===== src/rtl/barrel_shifter_pkg.sv =====
// Shared encodings for the barrel shifter: operation modes and shift direction.
package barrel_shifter_pkg;

  localparam logic [1:0] MODE_ROT = 2'b00;
  localparam logic [1:0] MODE_LSL = 2'b01;
  localparam logic [1:0] MODE_ASR = 2'b10;
  localparam logic [1:0] MODE_RSV = 2'b11;

  localparam logic DIR_LEFT  = 1'b0;
  localparam logic DIR_RIGHT = 1'b1;

endpackage


===== src/rtl/barrel_shift_stage.sv =====
// One fixed-distance stage of the barrel shifter: passes d through, or shifts or
// rotates it by DIST when en is set.
module barrel_shift_stage
  import barrel_shifter_pkg::*;
#(
  parameter int WIDTH = 4,
  parameter int DIST  = 1
) (
  input  logic [WIDTH-1:0] d,
  input  logic             en,
  input  logic             dir,
  input  logic [1:0]       mode,
  output logic [WIDTH-1:0] q
);

  logic [WIDTH-1:0] rot_l;
  logic [WIDTH-1:0] rot_r;
  logic [WIDTH-1:0] lsh_l;
  logic [WIDTH-1:0] lsh_r;
  logic [WIDTH-1:0] ash_r;

  assign rot_l = (d << DIST) | (d >> (WIDTH - DIST));
  assign rot_r = (d >> DIST) | (d << (WIDTH - DIST));
  assign lsh_l = d << DIST;
  assign lsh_r = d >> DIST;
  // Chained stages keep the original sign bit in the MSB, so each stage may
  // replicate its own input MSB.
  assign ash_r = $signed(d) >>> DIST;

  always_comb begin
    q = d;
    if (en) begin
      case (mode)
        MODE_LSL: q = (dir == DIR_LEFT) ? lsh_l : lsh_r;
        MODE_ASR: q = (dir == DIR_LEFT) ? lsh_l : ash_r;
        MODE_ROT, MODE_RSV: q = (dir == DIR_RIGHT) ? rot_r : rot_l;
        default: q = d;
      endcase
    end
  end

endmodule


===== src/rtl/barrel_shifter.sv =====
// Registered barrel shifter: SEL_W conditional power-of-two stages feeding a
// single output register bank, one result per accepted input.
module barrel_shifter
  import barrel_shifter_pkg::*;
#(
  parameter int WIDTH = 4,
  parameter int SEL_W = $clog2(WIDTH)
) (
  input  logic             clk,
  input  logic             rst_n,
  input  logic [WIDTH-1:0] a,
  input  logic [SEL_W-1:0] sel,
  input  logic             dir,
  input  logic [1:0]       mode,
  input  logic             in_valid,
  output logic [WIDTH-1:0] shift_out,
  output logic             out_valid
);

  logic [SEL_W:0][WIDTH-1:0] stage_d;

  assign stage_d[0] = a;

  for (genvar k = 0; k < SEL_W; k++) begin : g_stage
    barrel_shift_stage #(
      .WIDTH (WIDTH),
      .DIST  (1 << k)
    ) u_stage (
      .d    (stage_d[k]),
      .en   (sel[k]),
      .dir  (dir),
      .mode (mode),
      .q    (stage_d[k+1])
    );
  end

  always_ff @(posedge clk or negedge rst_n) begin
    if (!rst_n) begin
      shift_out <= '0;
      out_valid <= 1'b0;
    end else begin
      out_valid <= in_valid;
      if (in_valid) shift_out <= stage_d[SEL_W];
    end
  end

endmodule


===== config.mk =====
export PLATFORM = sky130hd
export DESIGN_NAME = barrel_shifter
export DESIGN_NICKNAME = d
export VERILOG_FILES = /design/src/rtl/barrel_shifter_pkg.sv /design/src/rtl/barrel_shift_stage.sv /design/src/rtl/barrel_shifter.sv
export SDC_FILE = /design/constraint.sdc
export NUM_CORES = 1
export LEC_CHECK = 0
export CAP_MARGIN = 25
export CORE_AREA = 2 2 39 41
export CTS_CLUSTER_SIZE = 28
export DETAILED_ROUTE_END_ITERATION = 6
export DIE_AREA = 0 0 41 43
export PLACE_DENSITY_LB_ADDON = 0.08
export SLEW_MARGIN = 20
export SYNTH_ARGS = -nofsm -noshare
export SYNTH_HDL_FRONTEND = slang
export SYNTH_SLANG_ARGS = --single-unit

===== constraint.sdc =====
create_clock -name clk -period 0.91 [get_ports clk]
set_clock_uncertainty 0.1 [all_clocks]
set_input_delay 0.091 -clock clk [delete_from_list [all_inputs] [get_ports clk]]
set_output_delay 0.091 -clock clk [all_outputs]
set_load 0.005 [all_outputs]

After elaboration in Yosys (flattened, before gate mapping). Index checks and enable logic that the tools add are counted. Widths: inputs -> output; s select.

Register bits: 5. Bits in latches: 0. Memory bits (writable): 0. ROM bits: 0. Input bits: 12. Output and inout port bits: 5. Memories kept: 0.

$add $sub $neg: 0. Multiply operators: 0. Div/mod/pow operators: 0. $lt $le $gt $ge: 0. Equality and inequality tests: 3. Shift-type cells: 0. Mux-type cells: 9. Bitwise logic cells: 3. Reduce and logical (&&, ||, !) cells: 2.

Operators with widths (number): $mux 4 (7); $pmux 4 s3 (2); $eq 2x2->1 const B (2); $or 3x4->4 (1); $or 4x1->4 (1); $or 4x2->4 (1); $eq 2x1->1 const B (1); $logic_not 2->1 (1); $reduce_or 2->1 (1).

Logic depth before layout (Yosys ltp). Gate-level depths: netlist of the first run.

Depth in word-level cells: 7. Gate-level depth with buffers: 7.

Cells and area by module. A second synthesis of the first run with hierarchy kept.

Cell total of the unflattened synthesis: 55. Area, all modules: 483.0 sq um.

By module, submodules not included: barrel_shift_stage at g_stage[0].u_stage (instances 1, cells an instance 24, area each 172.7 sq um, seq. area each 0.0 sq um); barrel_shifter (instances 1, cells an instance 9, area each 170.2 sq um, seq. area each 125.1 sq um); barrel_shift_stage at g_stage[1].u_stage (instances 1, cells an instance 22, area each 140.1 sq um, seq. area each 0.0 sq um).

Least setup slack after synthesis of the first run. OpenSTA, ideal clock, no wires.

Kind: input-to-reg. From: input port mode[0]. To: register shift_out[2]. Library setup time: 124 ps. Arrival: 1065 ps. Data required time: 686 ps. Path slack: -379 ps. Cell stages on the path: 6. Path buffers: 0. Path through: inv_1 > ha_1 > nand4bb_1 > a41oi_2 > a221oi_2 > nor2_1.

Word-level cells in the longest chain between the ends: 7. Elaborated cells between the ends (all ways): 12.

RTL lines: from (decl) (RTL line barrel_shifter.sv:14) `input logic [1:0] mode,`; $eq 2x2->1 / $logic_not 2->1 (equally long branches) (RTL line barrel_shift_stage.sv:33) `case (mode)`; $reduce_or 2->1 (RTL line barrel_shift_stage.sv:33); $pmux 4 s3 (RTL line barrel_shift_stage.sv:33); $mux 4 (RTL line barrel_shift_stage.sv:32) `if (en) begin`; $or 4x2->4 (tied with other cells) (RTL line barrel_shift_stage.sv:22, barrel_shift_stage.sv:23); $pmux 4 s3 (RTL line barrel_shift_stage.sv:33); $mux 4 (*) (RTL line barrel_shift_stage.sv:32); to (signal assigned) (RTL line barrel_shifter.sv:43) `if (in_valid) shift_out <= stage_d[SEL_W];`; to (decl) (RTL line barrel_shifter.sv:16) `output logic [WIDTH-1:0] shift_out,`.

Every way passes the cells marked *; elsewhere a longest branch is shown, timed or not. A chain may end at the register's enable or synchronous reset.

Worst setup path in the final report of the first run.
From: input port mode[1]. To: register shift_out[2].

The elaborated chain is that of the path after synthesis.

==> reports/qor.yml, run 1 <==
detailed_routing:
  avgViaCountPerCell: 5.16
  routed_wl_um: 1420
  vias: 562
  drt-pass1-iter-count: 2
  wl_per_cell_um: 13.0
  drc: 0
  drtIter0Drc: 3
  antenna_left: 0
floorplanning:
  rows: 14
  die_x_um: 41
  io_pins: 17
  dieArea_um2: 1760
  dieHeight_um: 43
  core_area_um2: 1380
  start_util_pct: 35.4
clock_network:
  cts.sinks: 5
  clkTransAtPathRegs_ns: 0.05
  cts.path.max_buffers: 2
  clk_latency_ns: 0.24
  cts_buffers: 3
  root_buffer: "clkbuf_4"
  cts_tree: "done"
  h-tree-depth: 1
placed_design:
  gp_congestion: 0.846
  dp_slack_ns: -0.851
  io_buffers: 16
  placed_area_um2: 795
  dpl.hpwl_um: 1040
critical_path:
  timing_worst_setup_path_type: "in2reg"
  cp-end-kind: "flop"
  worstPathArrival_ns: 1.14
  rr_startpoint: "shift_out[2]"
  ff2ff_path_depth: 3
  ff2ff_setup_slack_ns: -0.03
  worstPathRequired_ns: 0.94
  startpoint_type: "input port"
  cp_max_fo: 5
  r2r_end: "shift_out[2]"
synth:
  synth-seq-area-share_pct: 25.5
  syn-num-nets: 71
  synthCells: 57
  ys_ff_latch: 5
  synth_area_um2: 490
  synth.avg_cell_area_um2: 8.60
  ys_types: 27
  yosys_warnings: 0
timing:
  fin_crit_sh_pct: 123
  timing.setup.tns_ns: -0.613
  tightest_slew_ns: 0.235
  finalHoldViolCount: 5
  holdWs_ns: -0.0317
  max_slew_margin_pct: 84.3
  finalMaxSlewViolations: 0
  rsz0062_at_grt: "true"
  setup_slack_ns: -0.208
  min_period_ns: 1.12
  setup_violations: 8
  fmax_ghz: 0.895
layout:
  num-nets-final: 108
  area_growth_pct: 80.1
  num_antenna_cells: 0
  finish.instance_area_um2: 883
  layout-drive-gt1-share_pct: 53.8
  multiInputGateArea_um2: 404
  n_fill_cell: 127
  regArea_um2: 125
status:
  outcome: "finished, violations left"
  violations: "hold timing, setup timing"
power_and_ir_drop:
  leakagePower_nw: 0.392
  power_switching_mw: 0.306
  swShare_pct: 32.4
  p_int_mw: 0.639
  clockPowerShare_pct: 28.1
  peakVddDrop_mv: 0.419
  p_comb_share_pct: 44.3
  p_per_area_nw_per_um2: 1070
  pwr-share-seq_pct: 27.6
flow_run:
  maxCapViolCount: 0
global_route:
  grt_max_degree: 9
  grt_pass1_wl_um: 2190
  grt_usage_pct: 18.0
  grt_pass1_vias: 538
  overflow: 0
  antenna_found_initial: 0
hold_path:
  hp-class: "in2async"
final cells by class:
| class | instances | share of cell area (%) |
|---|---|---|
| multi-input combinational | 44 | 45.8 |
| timing repair buffer | 35 | 31.3 |
| sequential | 5 | 14.2 |
| inverter | 5 | 3.54 |
| clock buffer | 4 | 2.97 |
| tap | 16 | 2.27 |
state kept, by name (all words and copies together) (netlist names):
signal	flops
shift_out	4
out_valid	1
layout by cell type, fill, tap and decap left out, drive strengths merged, types with 2 or more instances in the layout:
master and n:
a21oi 5, buf 26, clkbuf 5, clkdlybuf4s50 3
dfrtp 5, dlygate4sd2 4, ha 2, inv 5
mux2i 2, nand2 5, nand2b 3, nor2 7
o211ai 3, o21ai 5, o221ai 2
power by group through the flow:
| stage | clock (mW) | sequential, mW | combinational [mW] |
|---|---|---|---|
| 3_5_place_dp | 0 | 0.266 | 0.380 |
| 2_1_floorplan | 0 | 0.268 | 0.173 |
| 3_3_place_gp | 0 | 0.265 | 0.378 |
| 6_report | 0.266 | 0.260 | 0.418 |
| 4_1_cts | 0.269 | 0.261 | 0.375 |
| 5_1_grt | 0.281 | 0.265 | 0.451 |
critical path, stage by stage:
cell and delay [ns]:
buf_6 0.12, ha_4 0.27, nand2b_4 0.11, o221ai_4 0.12, buf_4 0.15, a221oi_2 0.20, nor2_1 0.07
what timing repair did:
action	CTS	global route
gates resized for setup	39	15
buffers inserted	3	2
pin swaps	8	10
setup endpoints to repair	9	9
endpoints found under the hold margin	5	5
metrics by stage:
step                util [%]  power, mW  std cells
global route            63.8      0.997        109
detailed placement      57.4      0.646        101
global placement        57.4      0.642        101
finish                  63.8      0.944        109
floorplan                  -      0.442         57
CTS                     59.9      0.904        108
synth_stat cells, drive strengths merged:
master / instances / area [um^2]
ha: 2 / 25.0
o221ai: 2 / 35.0
nor2: 7 / 26.3
o21ai: 5 / 25.0
o2111ai: 1 / 8.76
nor2b: 1 / 6.26
a21oi: 5 / 25.0
nand4bb: 1 / 11.3
nand2b: 3 / 26.3
nor3: 1 / 5.00
a31oi: 1 / 6.26
dfrtp: 5 / 125
mux2i: 2 / 20.0
a41oi: 1 / 16.3
inv: 5 / 18.8
o211ai: 3 / 27.5
a221oi: 1 / 15.0
buf: 3 / 30.0
nand3b: 1 / 7.51
o22ai: 1 / 6.26
nand2: 5 / 18.8
nand3: 1 / 5.00
how the worst max path moves through the flow:
stage / startpoint / end / slack, ns / depth (start not counted)
2_1_floorplan: mode[1] / shift_out[2] / -0.24 / 7
3_3_place_gp: mode[1] / shift_out[3] / -0.84 / 8
3_5_place_dp: mode[1] / shift_out[2] / -0.85 / 8
4_1_cts: mode[1] / shift_out[2] / -0.25 / 7
5_1_grt: mode[0] / shift_out[3] / -0.22 / 7
6_report: mode[1] / shift_out[2] / -0.21 / 7
cell families (layout without fill, tap and decap cells):
logic type                 count (synthesis)  count (layout)  share of synthesized area (%)
AOI/OAI and AO/OA                         20              20                           33.7
adders and majority gates                  2               2                           5.10
buffers and inverters                      8              44                           9.95
DFF                                        5               5                           25.5
muxes                                      2               2                           4.08
and+or+nand+nor                           20              20                           21.7
layer usage:
metal / up-vias / share of wire [%] / track usage [%] / wire length, um
met3: 2 / 5.4 / 1.57 / 77
met5: - / 0 / 0 / 0
li1: 281 / - / - / -
met1: 262 / 42 / 22.4 / 593
met4: 0 / 0.92 / 10.0 / 13
met2: 17 / 52 / 28.7 / 733
Power figures use the tool's default switching activity.
==> inputs of run 2 (changes only) <==
--- a/config.mk
+++ b/config.mk
@@ -11,7 +11,7 @@
 export DETAILED_ROUTE_END_ITERATION = 6
 export DIE_AREA = 0 0 41 43
 export PLACE_DENSITY_LB_ADDON = 0.08
-export SLEW_MARGIN = 20
+export SLEW_MARGIN = 25
 export SYNTH_ARGS = -nofsm -noshare
 export SYNTH_HDL_FRONTEND = slang
 export SYNTH_SLANG_ARGS = --single-unit
==> results of run 2 <==
Final layout, timing and power as in run 1 (identical DEF).
